[config.mk]
export PLATFORM = sky130hd
export DESIGN_NAME = branch_predictor_flat
export DESIGN_NICKNAME = d
export VERILOG_FILES = /design/src/rtl/branch_predictor_if.sv /design/src/rtl/branch_predictor.sv /design/src/flat_wrapper.sv
export SDC_FILE = /design/constraint.sdc
export NUM_CORES = 2
export LEC_CHECK = 0
export BUFFER_PORTS_ARGS = -buffer_cell sky130_fd_sc_hd__buf_2
export CAP_MARGIN = 20
export CORE_UTILIZATION = 35
export DETAILED_ROUTE_END_ITERATION = 12
export GPL_TIMING_DRIVEN = 1
export PLACE_DENSITY = 0.58
export SYNTH_ARGS = -nofsm -noshare
export SYNTH_HDL_FRONTEND = slang
export SYNTH_SLANG_ARGS = --single-unit
[constraint.sdc]
create_clock -name CLK -period 13 [get_ports CLK]
set_clock_uncertainty 0.2 [all_clocks]
set_input_delay 1.3 -clock CLK [delete_from_list [all_inputs] [get_ports CLK]]
set_output_delay 1.3 -clock CLK [all_outputs]
set_load 0.02 [all_outputs]
[src/rtl/branch_predictor_if.sv]
// Fetch-lookup and EX-resolution signal bundle for branch_predictor.
// master drives fetch/resolve inputs; slave is the predictor itself.
interface branch_predictor_if;
  logic [31:0] fetch_pc;
  logic        pred_taken;
  logic [31:0] pred_target;

  logic        res_valid;
  logic        res_stall;
  logic [31:0] res_pc;
  logic        res_taken;
  logic [31:0] res_target;
  logic        res_pred_taken;
  logic [31:0] res_pred_target;

  logic        redirect;
  logic [31:0] redirect_pc;
  logic [0:3]  flushes;  // {ifid, idex, exmem, memwb}

  modport master (
    output fetch_pc, res_valid, res_stall, res_pc, res_taken, res_target,
           res_pred_taken, res_pred_target,
    input  pred_taken, pred_target, redirect, redirect_pc, flushes
  );

  modport slave (
    input  fetch_pc, res_valid, res_stall, res_pc, res_taken, res_target,
           res_pred_taken, res_pred_target,
    output pred_taken, pred_target, redirect, redirect_pc, flushes
  );
endinterface

[src/rtl/branch_predictor.sv]
// Direct-mapped BTB with 2-bit saturating counters; combinational lookup and redirect.
// Optional BP_STATS_EN adds resolved-branch and mispredict counters as outputs.
module branch_predictor #(
  parameter int unsigned ENTRIES = 16
) (
  input  logic              CLK,
  input  logic              nRST,
  branch_predictor_if.slave bp
`ifdef BP_STATS_EN
  ,
  output logic [31:0]       stat_branches,
  output logic [31:0]       stat_mispredicts
`endif
);

  localparam int unsigned IDX_W = $clog2(ENTRIES);
  localparam int unsigned TAG_W = 30 - IDX_W;

  logic [ENTRIES-1:0]             valid_q, valid_d;
  logic [ENTRIES-1:0][TAG_W-1:0]  tag_q, tag_d;
  logic [ENTRIES-1:0][31:0]       target_q, target_d;
  logic [ENTRIES-1:0][1:0]        ctr_q, ctr_d;

  logic [IDX_W-1:0] f_idx, r_idx;
  logic [TAG_W-1:0] f_tag, r_tag;
  logic             f_hit, r_hit;
  logic             act, mis;
  logic [31:0]      actual_npc;

  // Low PC bits are always zero for word-aligned fetch; res_pred_taken is
  // redundant with res_pred_target for mispredict detection.
  logic unused_bits;
  assign unused_bits = ^{bp.fetch_pc[1:0], bp.res_pc[1:0], bp.res_pred_taken};

  // Lookup
  assign f_idx = bp.fetch_pc[IDX_W+1:2];
  assign f_tag = bp.fetch_pc[31:IDX_W+2];
  assign f_hit = valid_q[f_idx] && (tag_q[f_idx] == f_tag);

  always_comb begin
    bp.pred_taken  = f_hit && ctr_q[f_idx][1];
    bp.pred_target = bp.pred_taken ? target_q[f_idx] : bp.fetch_pc + 32'd4;
  end

  // Resolution
  assign r_idx      = bp.res_pc[IDX_W+1:2];
  assign r_tag      = bp.res_pc[31:IDX_W+2];
  assign r_hit      = valid_q[r_idx] && (tag_q[r_idx] == r_tag);
  assign act        = bp.res_valid && !bp.res_stall;
  assign actual_npc = bp.res_taken ? bp.res_target : bp.res_pc + 32'd4;
  // Comparing full next-PC catches both wrong direction and wrong target.
  assign mis        = act && (bp.res_pred_target != actual_npc);

  always_comb begin
    bp.redirect    = mis;
    bp.redirect_pc = actual_npc;
    bp.flushes     = mis ? 4'b1100 : 4'b0000;
  end

  // Training
  always_comb begin
    valid_d  = valid_q;
    tag_d    = tag_q;
    target_d = target_q;
    ctr_d    = ctr_q;
    if (act) begin
      if (r_hit) begin
        if (bp.res_taken) begin
          if (ctr_q[r_idx] != 2'b11) begin
            ctr_d[r_idx] = ctr_q[r_idx] + 2'd1;
          end
          target_d[r_idx] = bp.res_target;
        end else if (ctr_q[r_idx] != 2'b00) begin
          ctr_d[r_idx] = ctr_q[r_idx] - 2'd1;
        end
      end else if (bp.res_taken) begin
        valid_d[r_idx]  = 1'b1;
        tag_d[r_idx]    = r_tag;
        target_d[r_idx] = bp.res_target;
        ctr_d[r_idx]    = 2'b10;
      end
    end
  end

  always_ff @(posedge CLK or negedge nRST) begin
    if (!nRST) begin
      valid_q  <= '0;
      tag_q    <= '0;
      target_q <= '0;
      ctr_q    <= {ENTRIES{2'b01}};
    end else begin
      valid_q  <= valid_d;
      tag_q    <= tag_d;
      target_q <= target_d;
      ctr_q    <= ctr_d;
    end
  end

`ifdef BP_STATS_EN
  logic [31:0] stat_branches_q, stat_branches_d;
  logic [31:0] stat_mispredicts_q, stat_mispredicts_d;

  always_comb begin
    stat_branches_d    = stat_branches_q + {31'd0, act};
    stat_mispredicts_d = stat_mispredicts_q + {31'd0, mis};
  end

  always_ff @(posedge CLK or negedge nRST) begin
    if (!nRST) begin
      stat_branches_q    <= '0;
      stat_mispredicts_q <= '0;
    end else begin
      stat_branches_q    <= stat_branches_d;
      stat_mispredicts_q <= stat_mispredicts_d;
    end
  end

  assign stat_branches    = stat_branches_q;
  assign stat_mispredicts = stat_mispredicts_q;
`endif

endmodule

[src/flat_wrapper.sv]
// flat-port wrapper written by rule: the top's interface ports become plain ports
module branch_predictor_flat 
#(
  parameter int unsigned ENTRIES = 16
)
  (CLK, nRST, bp_fetch_pc, bp_res_valid, bp_res_stall, bp_res_pc, bp_res_taken, bp_res_target, bp_res_pred_taken, bp_res_pred_target, bp_pred_taken, bp_pred_target, bp_redirect, bp_redirect_pc, bp_flushes);
  branch_predictor_if bp_i ();
  input  logic CLK;
  input  logic nRST;
  input wire logic [$bits(bp_i.fetch_pc)-1:0] bp_fetch_pc;
  input wire logic [$bits(bp_i.res_valid)-1:0] bp_res_valid;
  input wire logic [$bits(bp_i.res_stall)-1:0] bp_res_stall;
  input wire logic [$bits(bp_i.res_pc)-1:0] bp_res_pc;
  input wire logic [$bits(bp_i.res_taken)-1:0] bp_res_taken;
  input wire logic [$bits(bp_i.res_target)-1:0] bp_res_target;
  input wire logic [$bits(bp_i.res_pred_taken)-1:0] bp_res_pred_taken;
  input wire logic [$bits(bp_i.res_pred_target)-1:0] bp_res_pred_target;
  output wire logic [$bits(bp_i.pred_taken)-1:0] bp_pred_taken;
  output wire logic [$bits(bp_i.pred_target)-1:0] bp_pred_target;
  output wire logic [$bits(bp_i.redirect)-1:0] bp_redirect;
  output wire logic [$bits(bp_i.redirect_pc)-1:0] bp_redirect_pc;
  output wire logic [$bits(bp_i.flushes)-1:0] bp_flushes;
  assign bp_i.fetch_pc = bp_fetch_pc;
  assign bp_i.res_valid = bp_res_valid;
  assign bp_i.res_stall = bp_res_stall;
  assign bp_i.res_pc = bp_res_pc;
  assign bp_i.res_taken = bp_res_taken;
  assign bp_i.res_target = bp_res_target;
  assign bp_i.res_pred_taken = bp_res_pred_taken;
  assign bp_i.res_pred_target = bp_res_pred_target;
  assign bp_pred_taken = bp_i.pred_taken;
  assign bp_pred_target = bp_i.pred_target;
  assign bp_redirect = bp_i.redirect;
  assign bp_redirect_pc = bp_i.redirect_pc;
  assign bp_flushes = bp_i.flushes;
  branch_predictor #(.ENTRIES(ENTRIES)) u_core (.CLK(CLK), .nRST(nRST), .bp(bp_i));
endmodule
* Yosys cells after proc, flatten, opt, wreduce, memory -nomap -nowiden *
Index checks and enable logic that the tools add are counted.

word-level totals
  register bits = 976

operators by class
  bitwise operators = 5
  reduce and logical (&&, ||, !) cells = 13
  order comparisons = 3
  muxes and demuxes = 34
  add/sub/neg operators = 4
  eq/ne operators = 5

operators with widths
  operator                                                                number
  512-bit bitwise mux                                                     1
  416-bit bitwise mux                                                     1
  32-bit two-way mux                                                      9
  26-bit binary-select mux with 4-bit select                              2
  32-bit binary-select mux with 4-bit select                              1
  32-bit demux with 4-bit select                                          1
  26-bit demux with 4-bit select                                          1
  26-bit two-way mux                                                      3
  32-bit by 3-bit adder with 32-bit output (second input constant)        2
  32-bit bitwise mux                                                      2
  26-bit equality test                                                    2
  32-bit != test                                                          1
  16-bit bitwise OR                                                       2
  16-bit bitwise AND                                                      1
  2-bit binary-select mux with 4-bit select                               2
  16-bit inverter                                                         1
  4-bit by 5-bit < comparator with 1-bit output (second input constant)   2
  1-bit binary-select mux with 4-bit select                               2
  2-bit demux with 4-bit select                                           1
  1-bit logical AND                                                       6
  2-bit two-way mux                                                       3
  2-bit nonzero test                                                      3
  1-bit demux with 4-bit select                                           1
  4-bit by 1-bit >= comparator with 1-bit output (second input constant)  1
  11 further kinds                                                        13

* Depth between registers and ports, before layout *
  depth in word-level cells = 8
  gate-level depth with buffers = 18
  depth with buffers taken out = 10

* Worst setup path after synthesis *
No wires, ideal clock.

  path type = input -> output
  from = input bp_res_pc[4]
  to = output bp_flushes[2]
  slack = 6.319 ns
  buffers on the path = 7
  stages on the path = 16
  arrival = 5.181 ns
  cell sequence = buf_4 buf_4 buf_4 buf_4 buf_4 buf_2 nand4_1 or2_2 or4_1 xnor2_1 o21ai_0 xor2_1 or4_1 nor4b_1 a21oi_1 buf_4

on the way
  cells in the longest elaborated chain, start to end = 5

RTL lines
  element                                   RTL line                source
  from (decl)                               flat_wrapper.sv:13      input wire logic [$bits(bp_i.res_pc)-1:0] bp_res_pc;
  32-bit by 3-bit adder with 32-bit output  branch_predictor.sv:50  assign actual_npc = bp.res_taken ? bp.res_target : bp.res_pc + 32'd4;
  32-bit two-way mux                        branch_predictor.sv:50
  via bp_redirect_pc[21]                    flat_wrapper.sv:21      output wire logic [$bits(bp_i.redirect_pc)-1:0] bp_redirect_pc;
  32-bit != test                            branch_predictor.sv:52  assign mis = act && (bp.res_pred_target != actual_npc);
  1-bit logical AND                         branch_predictor.sv:52
  via bp_redirect                           flat_wrapper.sv:20      output wire logic [$bits(bp_i.redirect)-1:0] bp_redirect;
  4-bit two-way mux                         branch_predictor.sv:57  bp.flushes = mis ? 4'b1100 : 4'b0000;
  to (decl)                                 flat_wrapper.sv:22      output wire logic [$bits(bp_i.flushes)-1:0] bp_flushes;

The timed path passes the listed nets, and every way through them passes these cells.

* Final worst setup path *
  from = input bp_res_pc[2]
  to = output bp_flushes[2]

on the way
  cells in the longest elaborated chain, start to end = 5

RTL lines
  element                                   RTL line
  32-bit by 3-bit adder with 32-bit output  branch_predictor.sv:50
  32-bit two-way mux                        branch_predictor.sv:50
  32-bit != test                            branch_predictor.sv:52
  1-bit logical AND                         branch_predictor.sv:52
  4-bit two-way mux                         branch_predictor.sv:57

Every way passes these cells.

==> results.ini <==
[die]
die_area_sq_um=148000
dieWidth_microns=384
core_rows=139
num_io_pins=204
initial_core_util_pct=35.4
die_boundary_height_microns=384
core-area_sq_um=144000

[route]
drt_drc_violations_left=0
routedWlPerCell_microns=28.0
post_drt_via_cell_ratio=5.71
initialDrtViolationCount=3049
dr_total_vias=32962
dr.pass1.iters=7
detail_route.wirelength_microns=162000
ant_nets=0

[placement]
placed_area_sq_um=53600
pre_cts_slack_ns=4.98
io_buffers=200
replace_congestion=0.860
dpl.hpwl_microns=98500

[flow_run]
timing.max_cap.violations=0

[sta]
period_share_pct=62.7
setup_repair_after_global_routing_missed_its_margin=no
fmax_mhz=123
timing.setup.tns_ns=0
final-max-slew-violation-count=0
worst_setup_slack_final_ns=4.85
worst_margin_pin_slew_ns=1.12
slew_headroom_pct=25.4
final_hold_viol_count=0
final_period_minus_worst_setup_slack_ns=8.15
setup_viol=0

[synthesis]
netlist_area_sq_um=51200
ys_ff_latch=976
area_leader_netlist=dfrtp_1
synthArstFlopShare_pct=100
netlist_top_cells_area=dfrtp_1 (47%), mux4_2 (17%), mux2_2 (14%), mux2_1 (3.8%), nand2_1 (3.6%)
synth-edff-count=0
yosysSeqAreaShare_pct=47.8
synth_most_common_cell=dfrtp_1
synth.top_cells.by_count=dfrtp_1 (960), mux2_2 (655), nand2_1 (492)
post_synth_num_cell_types=79
yosys_most_used_dff=dfrtp_1
synth.yosys.warnings=0
avgSynthCellArea_sq_um=13.7
netlist_instances=3730
synth_top_cell_area_share_pct=46.9

[cts]
clkSlewWorstSetupHoldPaths_ns=0.06
cts_tree=built
maximum_level_of_the_cts_h_tree=3
clockRootBuffer=clkbuf_16
cts_hold_buffers=0
clock-sinks=976
cts_buffers=109
post_cts_resized=0
ctsLongestPathBuffers=3
worst_skew_pair.late_latency_ns=0.72
post_cts_buffers=0

[pwr]
powerDensity_nw_per_um2=143
leakage_nw=25.9
max-vdd-ir-drop_mv=0.111

[global_routing]
grt_start_max_net_pins=178
grt_first_pass_wirelength_microns=238000
grtUsageTotal_pct=21.9
number_of_global_route_vias_before_repair=33506
grt_overflow=0
antenna_found_initial=24

[layout]
final_design_area_no_fill_sq_um=57400
nFillCells=13522
footprint_of_the_multi_input_gates_sq_um=25100
drive_gt1_share_pct=40.7
seqCellArea_sq_um=24400
final_net_count=3912
syn_to_final_growth_pct=12.2

[worst_setup_path]
cp-end-kind=output port
timing.rr.start=u_core.tag_q[383]$_DFFE_PN0P_
crit_fanout=34
critPathLaunch=bp_res_pc[2]
worst_ep_required_time_ns=11.50
worst-endpoint-arrival_ns=6.65
critical_path.startpoint_type=input port
timing.setup.critical_path_class=in -> out

[status]
run_status=finished clean

[hold_path]
min-delay-start=u_core.target_q[296]$_DFFE_PN0P_
holdCritPathClass=reg -> reg

-- area by class of cell --
type	count	share of cell area [%]
inverters	23	0.150
flip-flops and latches	976	42.6
clock buffers	153	5.46
multi-input cells	2393	43.7
repair buffers	268	2.85
diodes	3	0.0131
well taps	1903	4.15
clock inverters	52	1.09
-- path summary, 6_finish.rpt --
path / end / slack [ns] / depth (start not counted)
max: bp_flushes[2] / 4.85 / 13
min: u_core.target_q[296]$_DFFE_PN0P_ / 0.27 / 2
max reg2reg: u_core.tag_q[110]$_DFFE_PN0P_ / 8.05 / 10
min reg2reg: u_core.target_q[296]$_DFFE_PN0P_ / 0.27 / 2
max in group asynchronous: u_core.target_q[390]$_DFFE_PN0P_ / 9.09 / 4
min in group asynchronous: u_core.target_q[215]$_DFFE_PN0P_ / 0.43 / 1
-- sequential cells by signal, summed over array words and instances (netlist names) --
| register | flops |
|---|---|
| u_core.ctr_q | 32 |
| u_core.tag_q | 416 |
| u_core.target_q | 512 |
| u_core.valid_q | 16 |
-- critical path: stages --
cell,delay [ns]
buf_6,0.41
buf_4,0.60
ha_1,0.68
and3_1,0.38
nand4_1,0.16
xnor2_1,0.15
o21ai_0,0.75
xor2_1,0.15
nor4_1,0.31
nand4_1,0.50
nor4b_1,0.78
a21oi_1,0.18
buf_2,0.21
-- placed cells by master (no fill, tap or decap), types with 13 or more instances in the layout --
cell,netlist,layout
and3_1,29,25
buf_4,38,65
clkinv_2,0,26
nand4_1,34,34
dfrtp_1,960,960
clkbuf_16,0,109
nand2_1,492,481
mux2i_1,53,53
clkbuf_1,221,20
a21oi_1,13,13
mux2_1,171,171
xor2_1,53,53
nor3_1,18,16
mux4_2,397,397
buf_2,12,192
dfstp_2,16,16
inv_1,22,22
clkbuf_8,0,25
nand2b_1,21,21
o21ai_0,120,120
mux2_2,655,655
nand3_1,36,36
xnor2_1,91,91
nor2_1,37,36
-- cell families after synthesis --
family,after synthesis,share of synthesized area (%)
and+or+nand+nor,761,7.10
xor gates and xnor gates,145,2.51
buffers and inverters,362,3.34
muxes,1276,36.7
DFF,976,47.8
AOI/OAI and AO/OA,202,2.42
other,1,0.00733
adders and majority gates,7,0.171
-- power breakdown --
group          internal [mW]  switching [mW]
logic                  0.686           0.613
clock network           1.90            1.33
registers               3.44           0.240
total                   6.03            2.18
-- per-layer routing --
layer  global-route usage [%]  vias up  wire length, microns
li1                         -    13825                     -
met3                     4.38      294                 11600
met4                     7.61       26                  5340
met2                     34.3     1137                 75200
met5                        0        -                   171
met1                     30.3    17680                 69400
-- through the flow --
step	std cells	power, mW	hold slack, ns	util, %
after floorplan	3731	4.58	0.241	-
after global placement	5561	4.99	0.257	37.1
after detailed placement	5561	5.03	0.258	37.1
after CTS	5766	8.27	0.273	39.7
after global routing	5769	8.54	0.283	39.8
final	5771	8.21	0.271	39.8
Note: power is estimated with default switching activity, not from simulation.
